==> config.mk <==
export PLATFORM = sky130hd
export DESIGN_NAME = airlock_sequencer_flat
export DESIGN_NICKNAME = d
export VERILOG_FILES = /design/src/rtl/airlock_pkg.sv /design/src/rtl/airlock_sequencer_if.sv /design/src/rtl/airlock_sequencer_step_timer.sv /design/src/rtl/airlock_sequencer.sv /design/src/flat_wrapper.sv
export SDC_FILE = /design/constraint.sdc
export NUM_CORES = 1
export LEC_CHECK = 0
export ABC_AREA = 1
export CORE_MARGIN = 2
export CORE_UTILIZATION = 57
export DETAILED_ROUTE_END_ITERATION = 8
export GPL_ROUTABILITY_DRIVEN = 0
export PLACE_DENSITY_LB_ADDON = 0.3
export SLEW_MARGIN = 5
export SYNTH_ARGS = -nofsm -noshare
export SYNTH_HDL_FRONTEND = slang
export SYNTH_SLANG_ARGS = --single-unit
==> constraint.sdc <==
create_clock -name clk -period 3.9 [get_ports clk]
set_clock_uncertainty 0.1 [all_clocks]
set_input_delay 1.17 -clock clk [delete_from_list [all_inputs] [get_ports clk]]
set_output_delay 1.17 -clock clk [all_outputs]
set_load 0.05 [all_outputs]
==> src/rtl/airlock_pkg.sv <==
// airlock_pkg
// Shared definitions for the airlock sequencer and the downstream
// door-command decoder.
//   - CMD_* : 3-bit door command encoding (111 is never driven)
//   - state_t : sequencer state encoding
//   - state_cmd() : the door command each state drives
//   - is_pump_state() : states whose step length is the pump time
package airlock_pkg;

    localparam logic [2:0] CMD_IDLE         = 3'b000;
    localparam logic [2:0] CMD_CLOSE_INNER  = 3'b001;
    localparam logic [2:0] CMD_OPEN_INNER   = 3'b010;
    localparam logic [2:0] CMD_CLOSE_OUTER  = 3'b011;
    localparam logic [2:0] CMD_OPEN_OUTER   = 3'b100;
    localparam logic [2:0] CMD_DEPRESSURIZE = 3'b101;
    localparam logic [2:0] CMD_PRESSURIZE   = 3'b110;

    typedef enum logic [3:0] {
        S_IDLE      = 4'd0,
        S_OPEN_IN   = 4'd1,
        S_WAIT_IN   = 4'd2,
        S_CLOSE_IN  = 4'd3,
        S_DEPRESS   = 4'd4,
        S_OPEN_OUT  = 4'd5,
        S_WAIT_OUT  = 4'd6,
        S_CLOSE_OUT = 4'd7,
        S_PRESS     = 4'd8
    } state_t;

    function automatic logic [2:0] state_cmd(input state_t s);
        logic [2:0] c;
        c = CMD_IDLE;
        case (s)
            S_OPEN_IN,  S_WAIT_IN:  c = CMD_OPEN_INNER;
            S_CLOSE_IN:             c = CMD_CLOSE_INNER;
            S_DEPRESS:              c = CMD_DEPRESSURIZE;
            S_OPEN_OUT, S_WAIT_OUT: c = CMD_OPEN_OUTER;
            S_CLOSE_OUT:            c = CMD_CLOSE_OUTER;
            S_PRESS:                c = CMD_PRESSURIZE;
            default:                c = CMD_IDLE;
        endcase
        return c;
    endfunction

    function automatic logic is_pump_state(input state_t s);
        return (s == S_DEPRESS) || (s == S_PRESS);
    endfunction

endpackage

==> src/rtl/airlock_sequencer_if.sv <==
// airlock_sequencer_if
// Occupant-side request/confirm inputs and door-side status outputs of
// the airlock sequencer.
//   req_enter, req_exit : trip requests, sampled only while idle
//   confirm             : occupant has passed the open door (1-cycle pulse)
//   cmd                 : registered 3-bit door command
//   busy, chamber_vac, done : status flags
//   state_dbg           : current sequencer state, for observation only
//
// Handshake: there is no ready/ack. A request is taken on the rising edge
// where it is high and the sequencer is idle; otherwise it is dropped, not
// queued. confirm is taken only on an edge inside a wait-for-occupant state
// and ignored everywhere else. The slave modport is the sequencer side.
interface airlock_sequencer_if;
    import airlock_pkg::*;

    logic       req_enter;
    logic       req_exit;
    logic       confirm;
    logic [2:0] cmd;
    logic       busy;
    logic       chamber_vac;
    logic       done;
    state_t     state_dbg;

    modport master (
        output req_enter, req_exit, confirm,
        input  cmd, busy, chamber_vac, done, state_dbg
    );

    modport slave (
        input  req_enter, req_exit, confirm,
        output cmd, busy, chamber_vac, done, state_dbg
    );

endinterface

==> src/rtl/airlock_sequencer_step_timer.sv <==
// step_timer
// Cycle counter for the timed steps of the airlock sequence.
//   clk, reset : clock, asynchronous active-high reset
//   clear      : restart the count at 0 on the next edge
//   length     : step length in cycles (>= 1); one bit wider than the
//                counter so that length == 2^CNT_W is representable
//   expire     : high in the last cycle of a step (cnt == length-1)
module step_timer #(
    parameter int CNT_W = 8
) (
    input  logic             clk,
    input  logic             reset,
    input  logic             clear,
    input  logic [CNT_W:0]   length,
    output logic             expire
);

    localparam logic [CNT_W:0] ONE = (CNT_W+1)'(1);

    logic [CNT_W-1:0] cnt;

    always_ff @(posedge clk or posedge reset) begin
        if (reset) begin
            cnt <= '0;
        end else if (clear) begin
            cnt <= '0;
        end else begin
            cnt <= cnt + 1'b1;
        end
    end

    assign expire = ({1'b0, cnt} == (length - ONE));

endmodule

==> src/rtl/airlock_sequencer.sv <==
// airlock_sequencer
// Sequences a two-door airlock through open / close / pump steps for
// enter (outside -> inside) and exit (inside -> outside) trips. The chamber
// rests pressurized with both doors closed between trips.
//   clk   : system clock, rising edge
//   reset : asynchronous active-high reset, forces idle immediately
//   bus   : airlock_sequencer_if.slave (requests, confirm, cmd, status)
// Parameters: DOOR_CYCLES / PUMP_CYCLES step lengths in cycles,
// CNT_W step counter width (2^CNT_W >= max step length).
module airlock_sequencer
    import airlock_pkg::*;
#(
    parameter int DOOR_CYCLES = 8,
    parameter int PUMP_CYCLES = 16,
    parameter int CNT_W       = 8
) (
    input  logic                 clk,
    input  logic                 reset,
    airlock_sequencer_if.slave   bus
);

    localparam logic [CNT_W:0] DOOR_LEN = (CNT_W+1)'(DOOR_CYCLES);
    localparam logic [CNT_W:0] PUMP_LEN = (CNT_W+1)'(PUMP_CYCLES);

    state_t         state, state_n;
    logic           dir, dir_n;      // 0 = exit trip, 1 = enter trip
    logic           vac, vac_n;
    logic           done_n;
    logic [2:0]     cmd_q;
    logic           busy_q;
    logic           done_q;

    logic           expire;
    logic           clear;
    logic [CNT_W:0] length;

    // Restarting the count on every state change gives each timed state a
    // fresh count on entry; wait/idle states never look at expire.
    assign clear  = (state_n != state);
    assign length = is_pump_state(state) ? PUMP_LEN : DOOR_LEN;

    step_timer #(.CNT_W(CNT_W)) u_step_timer (
        .clk    (clk),
        .reset  (reset),
        .clear  (clear),
        .length (length),
        .expire (expire)
    );

    // Outputs are computed from the next state so they change on the same
    // edge as the state register.
    always_ff @(posedge clk or posedge reset) begin
        if (reset) begin
            state  <= S_IDLE;
            dir    <= 1'b0;
            vac    <= 1'b0;
            cmd_q  <= CMD_IDLE;
            busy_q <= 1'b0;
            done_q <= 1'b0;
        end else begin
            state  <= state_n;
            dir    <= dir_n;
            vac    <= vac_n;
            cmd_q  <= state_cmd(state_n);
            busy_q <= (state_n != S_IDLE);
            done_q <= done_n;
        end
    end

    always_comb begin
        state_n = state;
        dir_n   = dir;
        vac_n   = vac;
        done_n  = 1'b0;
        case (state)
            S_IDLE: begin
                // Exit wins when both requests arrive together.
                if (bus.req_exit) begin
                    state_n = S_OPEN_IN;
                    dir_n   = 1'b0;
                end else if (bus.req_enter) begin
                    state_n = S_DEPRESS;
                    dir_n   = 1'b1;
                end
            end
            S_OPEN_IN:   if (expire)      state_n = S_WAIT_IN;
            S_WAIT_IN:   if (bus.confirm) state_n = S_CLOSE_IN;
            S_CLOSE_IN: begin
                if (expire) begin
                    if (dir) begin
                        state_n = S_IDLE;
                        done_n  = 1'b1;
                    end else begin
                        state_n = S_DEPRESS;
                    end
                end
            end
            S_DEPRESS: begin
                if (expire) begin
                    state_n = S_OPEN_OUT;
                    vac_n   = 1'b1;
                end
            end
            S_OPEN_OUT:  if (expire)      state_n = S_WAIT_OUT;
            S_WAIT_OUT:  if (bus.confirm) state_n = S_CLOSE_OUT;
            S_CLOSE_OUT: if (expire)      state_n = S_PRESS;
            S_PRESS: begin
                if (expire) begin
                    vac_n = 1'b0;
                    if (dir) begin
                        state_n = S_OPEN_IN;
                    end else begin
                        state_n = S_IDLE;
                        done_n  = 1'b1;
                    end
                end
            end
            default: begin
                // Unreachable encodings: back to a safe idle, no done pulse.
                state_n = S_IDLE;
                vac_n   = 1'b0;
            end
        endcase
    end

    assign bus.cmd         = cmd_q;
    assign bus.busy        = busy_q;
    assign bus.chamber_vac = vac;
    assign bus.done        = done_q;
    assign bus.state_dbg   = state;

endmodule

==> src/flat_wrapper.sv <==
// flat-port wrapper written by rule: the top's interface ports become plain ports
module airlock_sequencer_flat import airlock_pkg::*;
#(
    parameter int DOOR_CYCLES = 8,
    parameter int PUMP_CYCLES = 16,
    parameter int CNT_W       = 8
)
  (clk, reset, bus_req_enter, bus_req_exit, bus_confirm, bus_cmd, bus_busy, bus_chamber_vac, bus_done, bus_state_dbg);
  airlock_sequencer_if bus_i ();
  input  logic clk;
  input  logic reset;
  input wire logic [$bits(bus_i.req_enter)-1:0] bus_req_enter;
  input wire logic [$bits(bus_i.req_exit)-1:0] bus_req_exit;
  input wire logic [$bits(bus_i.confirm)-1:0] bus_confirm;
  output wire logic [$bits(bus_i.cmd)-1:0] bus_cmd;
  output wire logic [$bits(bus_i.busy)-1:0] bus_busy;
  output wire logic [$bits(bus_i.chamber_vac)-1:0] bus_chamber_vac;
  output wire logic [$bits(bus_i.done)-1:0] bus_done;
  output wire logic [$bits(bus_i.state_dbg)-1:0] bus_state_dbg;
  assign bus_i.req_enter = bus_req_enter;
  assign bus_i.req_exit = bus_req_exit;
  assign bus_i.confirm = bus_confirm;
  assign bus_cmd = bus_i.cmd;
  assign bus_busy = bus_i.busy;
  assign bus_chamber_vac = bus_i.chamber_vac;
  assign bus_done = bus_i.done;
  assign bus_state_dbg = bus_i.state_dbg;
  airlock_sequencer #(.DOOR_CYCLES(DOOR_CYCLES), .PUMP_CYCLES(PUMP_CYCLES), .CNT_W(CNT_W)) u_core (.clk(clk), .reset(reset), .bus(bus_i));
endmodule
# Yosys cells after proc, flatten, opt, wreduce, memory -nomap -nowiden
# Memories as Yosys holds them, arrays and structs flattened. A register that Yosys moved wholly into a read port is not among the register bits.
# Index checks and enable logic that the tools add are counted.
[op_classes]
add_sub_neg = 2
muxes = 25
n_eq_ne = 12
bitwise = 1
reduce_logical = 7
[ops]
columns = ["operator", "n"]
rows = [
  ["$mux 4", 10],
  ["$pmux 4 s9", 1],
  ["$eq 4x3->1 const B", 4],
  ["$eq 8x9->1", 1],
  ["$mux 1", 9],
  ["$sub 9x1->9 const B", 1],
  ["$add 8x1->8 const B", 1],
  ["$eq 4x2->1 const B", 2],
  ["$mux 8", 1],
  ["$reduce_or 7->1", 1],
  ["$mux 5", 1],
  ["$eq 4x1->1 const B", 1],
  ["$eq 4x4->1 const B", 1],
  ["$logic_not 4->1", 1],
  ["$ne 2x1->1 const B", 2],
  ["$ne 4x4->1", 1],
  ["$reduce_bool 4->1", 1],
  ["$mux 3", 1],
  ["$pmux 1 s3", 1],
  ["$reduce_and 3->1", 1],
  ["$pmux 1 s2", 1],
  ["$reduce_and 2->1", 1],
  ["$reduce_bool 2->1", 1],
  ["$logic_or 1x1->1", 1],
  ["$not 1->1", 1],
]
[word_totals]
regBits = 16
elab_cells = 54
rom_bits = 48
memories = 1
[memory_table]
columns = ["name", "words", "word_bits", "rd", "rd_ports_with_merged_regs", "write_ports", "line", "source"]
rows = [
  ["(name not given)", 16, 3, 1, 1, 0, "airlock_pkg.sv:33", "case (s)"],
]

# Depth between registers and ports, before layout
[logic_depth]
ltp_word = 9
ltp_mapped = 15

# Cells and area by module
# A second synthesis with hierarchy kept.
[unflattened]
cells_unflattened = 210
area_unflattened_um2 = 1433.9
[modules_own_cells]
columns = ["module", "seq_area_each_um2", "cells_per_inst", "instances", "area_each_um2"]
rows = [
  ["step_timer", 200.2, 119, 1, 723.2],
  ["airlock_sequencer", 275.3, 91, 1, 710.7],
]

# Least setup slack after synthesis
# Ideal clock, no wire load.
[synth_timing]
path_type = "register to register"
startpoint = "reg u_core.state[2] (netlist: u_core.bus.state_dbg[2])"
endpoint = "reg u_core.cmd_q[1] (netlist: u_core.bus.cmd[1])"
setup_time_ns = 0.122
setup_slack_ns = 1.470
period_less_slack_ns = 2.430
path_buffers = 0
path_stages_with_launch = 13
arrival_time_ns = 2.208
cell_sequence = "dfrtp_1 -> inv_2 -> nor2_2 -> nand2_2 -> nand2_1 -> nand2_2 -> nand4_1 -> inv_1 -> nor3_1 -> inv_1 -> ha_1 -> o21ai_1 -> o21ai_1"
[synth_via]
elab_chain_len = 7
word_cells_on_any_way = 24
cone_classes = "add/sub (1); eq/ne (9); mux (12); reduce/logical (2)"
[synth_lines]
columns = ["item", "line", "source"]
rows = [
  ["start: declaration", "airlock_sequencer.sv:25", "state_t state, state_n;"],
  ["start signal: assignment", "airlock_sequencer.sv:61", "state <= state_n;"],
  ["$eq 4x3->1 or $eq 4x4->1 (tied branches)", "airlock_pkg.sv:46, airlock_sequencer.sv:75", ""],
  ["$logic_or 1x1->1", "airlock_pkg.sv:46", "return (s == S_DEPRESS) || (s == S_PRESS);"],
  ["$mux 5", "airlock_sequencer.sv:40", "assign length = is_pump_state(state) ? PUMP_LEN : DOOR_LEN;"],
  ["$sub 9x1->9", "airlock_sequencer_step_timer.sv:32", "assign expire = ({1'b0, cnt} == (length - ONE));"],
  ["$eq 8x9->1", "airlock_sequencer_step_timer.sv:32", ""],
  ["$mux 4 (tied with other cells)", "airlock_sequencer.sv:108", "if (expire) begin"],
  ["$pmux 4 s9 (*)", "airlock_sequencer.sv:75", "case (state)"],
  ["named net u_core.state_n[1]", "airlock_sequencer.sv:25", ""],
  ["end: declaration", "airlock_sequencer.sv:29", "logic [2:0] cmd_q;"],
]
# Mark *: on every way through the listed nets, which the timed path passes. The rest lies on a longest branch.
# A chain may end at the register's enable or synchronous reset.

# Final worst setup path
[layout_timing]
startpoint = "reg u_core.state[3] (netlist: u_core.bus.state_dbg[3])"
endpoint = "out bus_state_dbg[3]"
[layout_lines]
columns = ["item", "line", "source"]
rows = [
  ["end: declaration", "flat_wrapper.sv:19", "output wire logic [$bits(bus_i.state_dbg)-1:0] bus_state_dbg;"],
]
# No word-level cell between the ends.

==> results.yml <==
status:
  outcome: "finished, final reports clean"
setup_path:
  critPathRequiredTime_ns: 2.63
  worst_setup_path_end_kind: "primary output"
  slowest_stage: "clkdlybuf4s50_1"
  crit_type: "reg -> out"
  cp_num_buf_inv: 1
  cp.arrival_ns: 1.68
  reg2reg_setup_slack_ns: 1.43
  critPathTopFamily: "buffers and inverters"
  start_kind: "flip-flop"
  cp_max_fo: 7
  path_cells: "clkdlybuf4s50_1"
  cpPeakStageDelay_ns: 0.86
final_layout:
  drive_gt1_share_pct: 19.0
  nFillCells: 154
  area_delta_synth_final_pct: 18.2
  stdcell_count: 172
  antenna_cells: 0
  layout.nets: 157
  fin_util_pct: 73.2
yosys:
  synthCells: 129
  ys_warn_count: 0
  synth_top_family_by_area: "simple AND/OR/NAND/NOR gates"
  synthAdderAreaFrac_pct: 4.58
  synth_top_area_share_pct: 43.5
  seq_area_frac_synth_pct: 43.5
  synth_xor_area_share_pct: 4.81
  synth_top_cell_by_area: "dfrtp_1"
  synth.avg_cell_area_um2: 8.47
  yosys-mux-area-fraction_pct: 0
  synthSimpleGateAreaFrac_pct: 32.8
  syn-cell-area_um2: 1090
  ys_types: 25
  yosys-top-cells-area: "dfrtp_1 (44%), nand2_1 (8.2%), nor2_2 (6.3%)"
  synth_fp_nets: 138
  synth_compound_area_share_pct: 7.45
  ys_ff_latch: 19
power:
  p_leak_uw: 0.000621
  ir_worst_vdd_v: 0.000544
  powerDensity_nw_per_um2: 674
worst_hold_path:
  worstHoldPathType: "reg -> reg"
global_route:
  grt_pass1_wl_um: 3370
  grt_pass1_vias: 801
  grt_start_max_net_pins: 20
  overflow: 0
  antenna_found_initial: 0
  track_usage_pct: 21.3
floorplan:
  fp.dieH_um: 47.8
  start_util_pct: 61.9
  die_x_um: 47.8
  die_area_um2: 2280
  num_io_pins: 15
  coreArea_um2: 1760
  row_count: 15
timing:
  fin_worst_hold_slack_ns: 0.381
  setup_viol: 0
  finalHoldViolCount: 0
  fmax_ghz: 0.339
  fin_tns_setup_ns: 0
  slew_viol_final: 0
  rsz0062_at_grt: "no"
  tightest_slew_ns: 0.696
  fin_crit_sh_pct: 75.6
  max_slew_margin_pct: 53.6
  fin_crit_ns: 2.95
clocking:
  root_buffer: "clkbuf_4"
  worstSkewPairLatency_ns: 0.30
  clock_sinks: 19
  cts_resized: 0
  cts_tree: "done"
  cts_hold_buf: 0
  clk_pin_slew_ns: 0.11
  cts-buffers-inserted: 3
  h-tree-depth: 1
  cts_buffer_depth: 2
  cts_setup_buffers: 0
drt:
  ant_nets: 0
  viasPerCell: 5.19
  wl_per_cell_um: 12.0
  drt_first_iter_violations: 14
  drtPass1Iterations: 4
  drc: 0
  wl_um: 2070
  vias: 892
placed_design:
  portBuffers: 14
  dp.cells: 168
  dp_hpwl_um: 1590
job:
  cap_violations: 0
## cells by family (layout without fill, tap and decap cells)
| family | count (synthesis) | count (layout) |
|---|---|---|
| adder cells (fa/ha/maj) | 4 | 4 |
| flip-flops | 19 | 19 |
| XOR/XNOR | 6 | 6 |
| AO/OA/AOI/OAI | 13 | 13 |
| AND/OR/NAND/NOR | 67 | 67 |
| buffers and inverters | 20 | 38 |
## per-stage QoR
step                setup slack (ns)  instance area (um2)  power [uW]
floorplan                       1.47                 1090         652
global placement                1.11                 1260         763
CTS                            0.967                 1290         880
finish                         0.953                 1290         870
detailed placement              1.07                 1260         778
global route                   0.928                 1290         935
## power breakdown
| group | internal, uW | leakage, uW | switching (uW) |
|---|---|---|---|
| Combinational | 153 | 0.000368 | 319 |
| Sequential | 249 | 0.000235 | 46.3 |
| Clock | 38.2 | 0.0000177 | 63.6 |
## worst paths after layout
| check | from | to | cells past startpoint |
|---|---|---|---|
| min reg2reg | u_core.u_step_timer.cnt[0] | u_core.u_step_timer.cnt[0] | 1 |
| max reg2reg | u_core.bus.state_dbg[3] | u_core.bus.cmd[1] | 11 |
| min | u_core.u_step_timer.cnt[0] | u_core.u_step_timer.cnt[0] | 1 |
| max in group asynchronous | reset | u_core.u_step_timer.cnt[4] | 2 |
| min in group asynchronous | reset | u_core.u_step_timer.cnt[3] | 2 |
| max | u_core.bus.state_dbg[3] | bus_state_dbg[3] | 1 |
## cells in the mapped netlist (all sizes together)
cell,n
o21ai,6
a211oi,1
inv,20
xor2,5
nand4,3
nor3,3
nand2,29
a21oi,4
xnor2,1
dfrtp,19
ha,4
o21a,1
nor2,21
nand3,10
nand3b,1
o221ai,1
## cells in the final DEF (no fill, tap or decap)
cell / count
nand2_2: 4
o21ai_1: 2
clkinv_2: 1
o21a_1: 1
o221ai_1: 1
a21oi_1: 2
nand2_4: 1
a21oi_2: 2
nand2_1: 24
nand4_1: 3
inv_1: 17
xnor2_1: 1
nor2_2: 11
nand3b_1: 1
nor2_1: 9
dfrtp_1: 19
nand3_1: 8
clkdlybuf4s50_1: 14
inv_2: 3
ha_1: 4
clkbuf_4: 3
a211oi_1: 1
nand3_2: 1
nor3_1: 3
nand3_4: 1
o21ai_0: 4
xor2_1: 5
nor2_8: 1
## state kept, by name, summed over array words and instances, names as in the netlist
name                     flops
u_core.bus.cmd               3
u_core.bus.state_dbg         4
u_core.dir                   1
u_core.bus.chamber_vac       1
u_core.u_step_timer.cnt      8
u_core.bus.done              1
u_core.bus.busy              1
## layer usage
metal,up-vias,GRT usage [%],part of all wire (%)
met4,0,6.49,0.92
met1,431,25.1,42
met3,4,3.77,2.9
met2,15,38.9,54
met5,-,0,0
li1,442,-,-
## area by class of cell
| type | instances | area, um2 | share of cell area (%) |
|---|---|---|---|
| Timing Repair Buffer | 14 | 140 | 10.9 |
| Tap cell | 25 | 31.3 | 2.42 |
| Clock inverter | 1 | 5.00 | 0.388 |
| Clock buffer | 3 | 22.5 | 1.74 |
| Multi-Input combinational cell | 90 | 542 | 42.0 |
| Inverter | 20 | 75.1 | 5.81 |
| Sequential cell | 19 | 475 | 36.8 |
## worst reg2reg max path, stage by stage (launching register included)
cell	delay, ns
dfrtp_1	0.49
nor2_2	0.26
nand2_2	0.12
nand2_1	0.09
nand2_2	0.08
nand4_1	0.15
inv_1	0.08
nor3_1	0.39
inv_1	0.09
ha_1	0.30
o21ai_1	0.15
o21ai_1	0.07
Note: power is estimated with default switching activity, not from simulation.
